`config.mk`:
```
export PLATFORM = sky130hd
export DESIGN_NAME = bus_xfer_ctrl
export DESIGN_NICKNAME = d
export VERILOG_FILES = /design/src/rtl/bus_xfer_pkg.sv /design/src/rtl/bus_xfer_fifo.sv /design/src/rtl/bus_xfer_ctrl.sv
export SDC_FILE = /design/constraint.sdc
export NUM_CORES = 1
export LEC_CHECK = 0
export ABC_AREA = 1
export BUFFER_PORTS_ARGS = -buffer_cell sky130_fd_sc_hd__buf_2
export CORE_UTILIZATION = 35
export DETAILED_ROUTE_END_ITERATION = 8
export PLACE_DENSITY = 0.53
export SLEW_MARGIN = 20
export SYNTH_ARGS = -nofsm -noshare
export SYNTH_HDL_FRONTEND = slang
export SYNTH_SLANG_ARGS = --single-unit
```
`constraint.sdc`:
```
create_clock -name clk -period 2.4 [get_ports clk]
set_input_delay 0.12 -clock clk [delete_from_list [all_inputs] [get_ports clk]]
set_output_delay 0.12 -clock clk [all_outputs]
set_load 0.05 [all_outputs]
```
`src/rtl/bus_xfer_pkg.sv`:
```
// Shared types and constants for the common-bus transfer sequencer.
package bus_xfer_pkg;
  localparam int SEL_W = 3;
  localparam int NDST  = 8;

  localparam logic [1:0] IDLE   = 2'd0;
  localparam logic [1:0] SETTLE = 2'd1;
  localparam logic [1:0] LOAD   = 2'd2;

  typedef struct packed {
    logic [SEL_W-1:0] src;
    logic [2:0]       dst;
  } xfer_req_t;

  function automatic logic [NDST-1:0] dst_onehot(input logic [2:0] dst);
    dst_onehot      = '0;
    dst_onehot[dst] = 1'b1;
  endfunction
endpackage

```
`src/rtl/bus_xfer_fifo.sv`:
```
// Request queue: power-of-two depth, synchronous flush, head visible on dout.
module bus_xfer_fifo #(
  parameter int DEPTH = 4,
  parameter int W     = 6
) (
  input  logic                       clk,
  input  logic                       rst_n,
  input  logic                       push,
  input  logic [W-1:0]               din,
  input  logic                       pop,
  output logic [W-1:0]               dout,
  input  logic                       flush,
  output logic                       full,
  output logic                       empty,
  output logic [$clog2(DEPTH+1)-1:0] count
);
  localparam int AW = (DEPTH > 1) ? $clog2(DEPTH) : 1;
  localparam int CW = $clog2(DEPTH+1);

  logic [W-1:0]  mem [DEPTH];
  logic [AW-1:0] wr_ptr, rd_ptr;
  logic          do_push, do_pop;

  assign full    = (count == CW'(DEPTH));
  assign empty   = (count == '0);
  assign do_push = push && !full;
  assign do_pop  = pop && !empty;
  assign dout    = mem[rd_ptr];

  // Pointers wrap naturally because DEPTH is a power of two.
  always_ff @(posedge clk or negedge rst_n) begin
    if (!rst_n) begin
      wr_ptr <= '0;
      rd_ptr <= '0;
      count  <= '0;
    end else if (flush) begin
      wr_ptr <= '0;
      rd_ptr <= '0;
      count  <= '0;
    end else begin
      if (do_push) wr_ptr <= wr_ptr + AW'(1);
      if (do_pop)  rd_ptr <= rd_ptr + AW'(1);
      count <= count + CW'(do_push) - CW'(do_pop);
    end
  end

  always_ff @(posedge clk) begin
    if (do_push && !flush) mem[wr_ptr] <= din;
  end
endmodule

```
`src/rtl/bus_xfer_ctrl.sv`:
```
// Destination-side bus transfer sequencer: select source, settle, strobe one LD.
// Optional transfer counter output enabled by defining BUS_XFER_CNT_EN.
module bus_xfer_ctrl
  import bus_xfer_pkg::*;
#(
  parameter int DEPTH         = 4,
  parameter int SETTLE_CYCLES = 1
) (
  input  logic             clk,
  input  logic             rst_n,
  input  logic             req_valid,
  output logic             req_ready,
  input  logic [SEL_W-1:0] req_src,
  input  logic [2:0]       req_dst,
  input  logic             flush,
  output logic [SEL_W-1:0] bus_select,
  output logic [NDST-1:0]  ld,
  output logic             done,
  output logic             busy
`ifdef BUS_XFER_CNT_EN
  ,
  output logic [15:0]      xfer_count
`endif
);
  localparam int         CW          = $clog2(DEPTH+1);
  localparam logic [1:0] SETTLE_INIT = (SETTLE_CYCLES > 0) ? 2'(SETTLE_CYCLES - 1) : 2'd0;

  logic [1:0]    state;
  logic [1:0]    cnt;
  logic [2:0]    dst_q;
  xfer_req_t     push_req, head;
  logic          fifo_full, fifo_empty, push, pop;
  logic [CW-1:0] fifo_count;

  assign push_req  = '{src: req_src, dst: req_dst};
  assign req_ready = !fifo_full && !flush;
  assign push      = req_valid && req_ready;
  assign pop       = !flush && !fifo_empty && ((state == IDLE) || (state == LOAD));
  assign busy      = (state != IDLE) || (fifo_count != '0);

  bus_xfer_fifo #(.DEPTH(DEPTH), .W($bits(xfer_req_t))) u_fifo (
    .clk   (clk),
    .rst_n (rst_n),
    .push  (push),
    .din   (push_req),
    .pop   (pop),
    .dout  (head),
    .flush (flush),
    .full  (fifo_full),
    .empty (fifo_empty),
    .count (fifo_count)
  );

  // ld/done default low so the strobe lasts exactly one cycle; bus_select only changes on a pop.
  always_ff @(posedge clk or negedge rst_n) begin
    if (!rst_n) begin
      state      <= IDLE;
      cnt        <= '0;
      dst_q      <= '0;
      bus_select <= '0;
      ld         <= '0;
      done       <= 1'b0;
    end else begin
      ld   <= '0;
      done <= 1'b0;
      case (state)
        IDLE, LOAD: begin
          if (pop) begin
            bus_select <= head.src;
            dst_q      <= head.dst;
            if (SETTLE_CYCLES == 0) begin
              state <= LOAD;
              ld    <= dst_onehot(head.dst);
              done  <= 1'b1;
            end else begin
              state <= SETTLE;
              cnt   <= SETTLE_INIT;
            end
          end else begin
            state <= IDLE;
          end
        end
        SETTLE: begin
          if (flush) begin
            state <= IDLE;
          end else if (cnt == 2'd0) begin
            state <= LOAD;
            ld    <= dst_onehot(dst_q);
            done  <= 1'b1;
          end else begin
            cnt <= cnt - 2'd1;
          end
        end
        default: state <= IDLE;
      endcase
    end
  end

`ifdef BUS_XFER_CNT_EN
  always_ff @(posedge clk or negedge rst_n) begin
    if (!rst_n)    xfer_count <= '0;
    else if (done) xfer_count <= xfer_count + 16'd1;
  end
`endif
endmodule

```
== Word-level counts from Yosys, hierarchy flattened ==
Memories as Yosys holds them, arrays and structs flattened. A register that Yosys moved wholly into a read port is not among the register bits.
Index checks and enable logic that the tools add are counted.

* Input bits: 10
* Bits in registers: 20
* ROM bits: 0
* Latch bits: 0
* RAM bits: 24
* Memories kept: 1

* Equality and inequality tests: 7
* Multiply operators: 0
* Div/mod/pow operators: 0
* $add $sub $neg: 5
* Magnitude comparators: 2
* Reductions and logical operators: 25
* Shifts and indexed selects: 0
* Mux-type cells: 23
* Bitwise logic cells: 0

{| class="wikitable"
|+ Memory list
! memory !! words !! width !! read ports !! clocked after Yosys merged registers in !! wr ports !! line !! RTL
|-
| u_fifo.mem || 4 || 6 || 1 || 1 || 1 || bus_xfer_fifo.sv:20 || <nowiki>logic [W-1:0] mem [DEPTH];</nowiki>
|}

{| class="wikitable"
|+ Operators by type and width
! cell !! count
|-
| 2-to-1 mux 8 bit || 3
|-
| 2-to-1 mux 2 bit || 9
|-
| logical AND 1 bit || 8
|-
| one-hot mux 2 bit (2 select lines) || 2
|-
| nonzero test 2 bit || 4
|-
| 2-to-1 mux 1 bit || 7
|-
| adder 2 x 1 -> 2 bit (second input constant) || 2
|-
| zero test 1 bit || 4
|-
| zero test 2 bit || 2
|-
| less-than comparator 3 x 4 -> 1 bit (second input constant) || 1
|-
| inequality test 2 bit (second input constant) || 2
|-
| AND reduction 4 bit || 1
|-
| adder 3 x 1 -> 3 bit || 1
|-
| demux 1 bit (select 3 bit) || 1
|-
| equality test 3 bit (second input constant) || 1
|-
| greater-or-equal comparator 3 x 1 -> 1 bit (second input constant) || 1
|-
| zero test 3 bit || 1
|-
| 2-to-1 mux 3 bit || 1
|-
| inequality test 3 bit (second input constant) || 1
|-
| nonzero test 3 bit || 1
|-
| subtractor 3 x 1 -> 3 bit || 1
|-
| equality test 2 x 1 -> 1 bit (second input constant) || 1
|-
| equality test 2 bit (second input constant) || 1
|-
| logical OR 1 bit || 2
|-
| 4 further kinds || 4
|}

== Depth between registers and ports, before layout ==
* Depth after elaboration: 8
* Depth in mapped cells: 12

== By module ==
Synthesis repeated with hierarchy kept, for this count alone.

* Cells, all modules: 202
* Area total of the unflattened synthesis: 2,147.1 sq um

{| class="wikitable"
|+ By module, submodules not included
! module !! cells an instance !! seq. area each (sq um) !! area an instance (sq um) !! times used
|-
| bus_xfer_fifo || 122 || 895.9 || 1,376.3 || 1
|-
| bus_xfer_ctrl || 80 || 475.5 || 770.7 || 1
|}

== Worst setup path before layout ==
No wires, ideal clock.

* Path type: register to register
* From: register u_fifo.count[1]
* To: register u_fifo.count[2]
* Cell stages (with the launch flop): 12
* Buffers on the path: 0
* Slack: 0.496 ns
* Data required time: 2.283 ns
* Arrival time: 1.787 ns
* Cell sequence: dfrtp_1 nor2_1 nand2_1 nand2_1 inv_2 ha_1 inv_1 ha_1 inv_1 fa_1 nor2_1 nor2_1

* Longest elaborated chain between the ends: 8
* Elaborated cells between the ends (all ways): 13

{| class="wikitable"
|+ RTL lines
! what !! line !! RTL
|-
| from (decl) || bus_xfer_fifo.sv:15 || <nowiki>output logic [$clog2(DEPTH+1)-1:0] count</nowiki>
|-
| from (signal assigned) || bus_xfer_fifo.sv:43 || <nowiki>count <= count + CW'(do_push) - CW'(do_pop);</nowiki>
|-
| equality test 3 bit || bus_xfer_fifo.sv:24 || <nowiki>assign full = (count == CW'(DEPTH));</nowiki>
|-
| zero test 1 bit || bus_xfer_fifo.sv:26, bus_xfer_ctrl.sv:36 ||
|-
| logical AND 1 bit || bus_xfer_ctrl.sv:36 || <nowiki>assign req_ready = !fifo_full && !flush;</nowiki>
|-
| logical AND 1 bit || bus_xfer_ctrl.sv:37 || <nowiki>assign push = req_valid && req_ready;</nowiki>
|-
| logical AND 1 bit || bus_xfer_fifo.sv:26 || <nowiki>assign do_push = push && !full;</nowiki>
|-
| adder 3 x 1 -> 3 bit || bus_xfer_fifo.sv:43 ||
|-
| subtractor 3 x 1 -> 3 bit * || bus_xfer_fifo.sv:43 ||
|-
| 2-to-1 mux 3 bit * || bus_xfer_fifo.sv:36 || <nowiki>end else if (flush) begin</nowiki>
|}

Every way passes the cells marked *; elsewhere a longest branch is shown, timed or not.
A chain may end at the register's enable or synchronous reset.

== Worst setup path after layout ==
Same ends and word-level chain as after synthesis.

==> qor.yml <==
run_status:
  status: "complete, no violations"
final_layout:
  nets: 280
  final_core_util: 0.420
  antennaDiodeCount: 0
  final_common_cell: "nand2_1"
  layout.cells.non_filler: 338
  layout_common_cells: "68 x nand2_1, 44 x inv_1, 26 x dfrtp_1"
  layout-drive-gt1-share: 0.160
  final_area_um2: 2530
  areaGrowthSynthToFinish_pct: 13.3
drt:
  drcViolationCount: 0
  vias: 1441
  wire_per_inst_um: 11.2
  routed_via_density: 4.26
  detail-route-antenna-nets: 0
  drtIter0Drc: 56
  dr.pass1.iters: 4
  drt-total-wl_um: 3780
floorplanning:
  core_um2: 6030
  die_y_um: 81.9
  die_area_um2: 6700
  num_io_pins: 24
  initial_utilization: 0.370
  dieWidth_um: 81.9
  rows: 28
clock_network:
  cts_setup_buffers: 0
  clockBufferDepth: 2
  clk_pin_slew_ns: 0.09
  ctsRootBufferMaster: "clkbuf_8"
  cts_tree: "built"
  clock-sinks: 50
  htreeDepth: 2
  clkLatencyLatePin_ns: 0.30
  cts_buffers: 5
critical_path:
  r2r-start: "u_fifo.count[1]$_DFF_PN0_"
  critical_path_depth: 11
  start_kind: "flop"
  critPathMaxFanout: 8
  timing.rr.end: "u_fifo.count[2]$_DFF_PN0_"
  crit_type: "reg -> reg"
  cp_top_family: "adder cells"
  path_cells: "nor2_1 -> nand2_1 -> nand2_1 -> inv_2 -> ha_1 -> inv_1 -> ha_1 -> inv_1 -> fa_1 -> nor2_1 -> nor2_1"
  cp.arrival_ns: 2.18
  r2r.worst_path.cells: 11
  cp.buffers_inverters: 3
  critPathMaxStageDelay_ns: 0.44
  slowest_stage: "dfrtp_1"
  rrSetupSlack_ns: 0.41
  cp.required_ns: 2.59
  cp-end-kind: "flop"
  cpMostUsedCell: "nor2_1"
  startpoint: "u_fifo.count[1]$_DFF_PN0_"
  setup.worst_path.end: "u_fifo.count[2]$_DFF_PN0_"
grt:
  gr-total-overflow: 0
  grt_usage: 0.133
  antenna_found_initial: 0
  grt_start_max_net_pins: 27
  grt_pass1_vias: 1434
  grt_pass1_wl_um: 6590
timing:
  tns_ns: 0
  max_slew_margin: 0.576
  worstMarginPinSlew_ns: 0.634
  fmax_mhz: 503
  rsz0062_at_grt: "no"
  drv_slew: 0
  worst_slack_ns: 0.411
  finalSetupViolations: 0
  period_minus_slack_ns: 1.99
  hold_viol_final: 0
  fin_worst_skew_ns: 0.00779
  fin_crit_sh: 0.829
worst_hold_path:
  whs_path_depth: 1
  hold_path.class: "in -> reg"
logic_synthesis:
  synth_top_family_by_area: "simple AND/OR/NAND/NOR gates"
  yosysWarnings: 0
  muxShareOfSynthArea: 0
  netlist_instances: 235
  synthAdderAreaFrac: 0.0482
  synth_compound_area_frac: 0.00448
  yosys.area_share.simple: 0.229
  synth_nets: 253
  syn_avg_cell_area_um2: 9.50
  syn_area_um2: 2230
  yosysSeqAreaShare: 0.614
  synth_xor_area_frac: 0.00392
  synth_cell_type_count: 22
  ys_ff_latch: 50
power_and_ir_drop:
  leakagePower_nw: 1.30
  vdd_ir_drop_max_uv: 509
  pwr_density_cell_nw_per_um2: 1030
placement:
  place_inst: 329
  placed_area_um2: 2410
  post-place-ws_ns: 0.398
  io_buffers: 23
  dp_hpwl_um: 2730
  place.gp.congestion: 0.701
run:
  max_cap_viol_count: 0
-- layer usage --
| layer | wire length, µm | part of all wire | GRT usage |
|---|---|---|---|
| met1 | 1770 | 0.47 | 0.168 |
| met2 | 1850 | 0.49 | 0.226 |
| met3 | 140 | 0.037 | 0.0300 |
| met4 | 25 | 0.0066 | 0.0421 |
| met5 | 0 | 0 | 0 |
-- synthesized netlist by cell type --
master / count / area [µm²]
buf_2: 2 / 10.0
nor2_2: 1 / 6.26
xor2_1: 1 / 8.76
inv_2: 4 / 15.0
ha_1: 7 / 87.6
nor2_4: 1 / 11.3
dfrtp_1: 26 / 651
inv_1: 44 / 165
a21oi_1: 1 / 5.00
nor3_1: 1 / 5.00
o21ai_1: 1 / 5.00
nand2_1: 68 / 255
nor3_4: 1 / 16.3
edfxtp_1: 24 / 721
buf_4: 1 / 7.51
nor2_1: 22 / 82.6
nand3_1: 23 / 115
buf_6: 2 / 22.5
clkbuf_1: 1 / 3.75
nand2_2: 2 / 12.5
fa_1: 1 / 20.0
nand4_1: 1 / 6.26
-- per-stage QoR --
| stage | hold WS, ns | power (mW) |
|---|---|---|
| finish | 0.0364 | 2.61 |
| global route | 0.0376 | 2.84 |
| CTS | 0.0304 | 2.65 |
| detailed placement | 0.168 | 2.11 |
| global placement | 0.157 | 2.10 |
| floorplan | -0.176 | 1.89 |
-- power breakdown --
| group | switching, mW | leakage, nW | internal (mW) |
|---|---|---|---|
| logic | 0.630 | 0.683 | 0.273 |
| registers | 0.114 | 0.563 | 1.05 |
| clock network | 0.276 | 0.0572 | 0.270 |
-- cell families (layout without fill, tap and decap cells) --
logic type | Yosys count | in the layout
AO/OA/AOI/OAI | 2 | 2
flip-flops | 50 | 50
XOR/XNOR | 1 | 1
buffers and inverters | 54 | 82
AND/OR/NAND/NOR | 120 | 120
adder cells (fa/ha/maj) | 8 | 8
-- state kept, by name, indices dropped and copies added (netlist names), 2 cells and up --
name,count
dst_q,3
u_fifo.mem,24
u_fifo.rd_ptr,2
bus_select,3
u_fifo.count,3
state,2
u_fifo.wr_ptr,2
ld,8
cnt,2
-- area by class of cell --
cell class                      count  area, µm²
Tap cell                           75       93.8
Timing Repair Buffer               26        140
Clock inverter                      2       12.5
Clock buffer                        6       93.8
Fill cell                         611       3500
Multi-Input combinational cell    131        637
Sequential cell                    50       1370
Inverter                           48        180
-- timing repair --
item,CTS,global route
hold endpoints to repair,26,0
endpoints found under the setup margin,0,0
resized for setup,0,0
hold buffers,1,0
-- worst reg2reg max path, stage by stage, from the launching register on --
cell     delay, ns
dfrtp_1       0.44
nor2_1        0.15
nand2_1       0.08
nand2_1       0.09
inv_2         0.08
ha_1          0.27
inv_1         0.06
ha_1          0.14
inv_1         0.05
fa_1          0.37
nor2_1        0.11
nor2_1        0.05
-- how the worst min path moves through the flow --
stage,from,endpoint,slack (ns)
after global routing,req_dst[2],u_fifo.mem[1][2]$_DFFE_PP_,0.04
after global placement,rst_n,bus_select[1]$_DFFE_PN0P_,0.16
after CTS,req_dst[0],u_fifo.mem[0][0]$_DFFE_PP_,0.03
after floorplan,rst_n,bus_select[0]$_DFFE_PN0P_,-0.18
final,req_src[0],u_fifo.mem[2][3]$_DFFE_PP_,0.04
after detailed placement,rst_n,bus_select[1]$_DFFE_PN0P_,0.17
No activity file was read; power rests on OpenSTA's default activity.
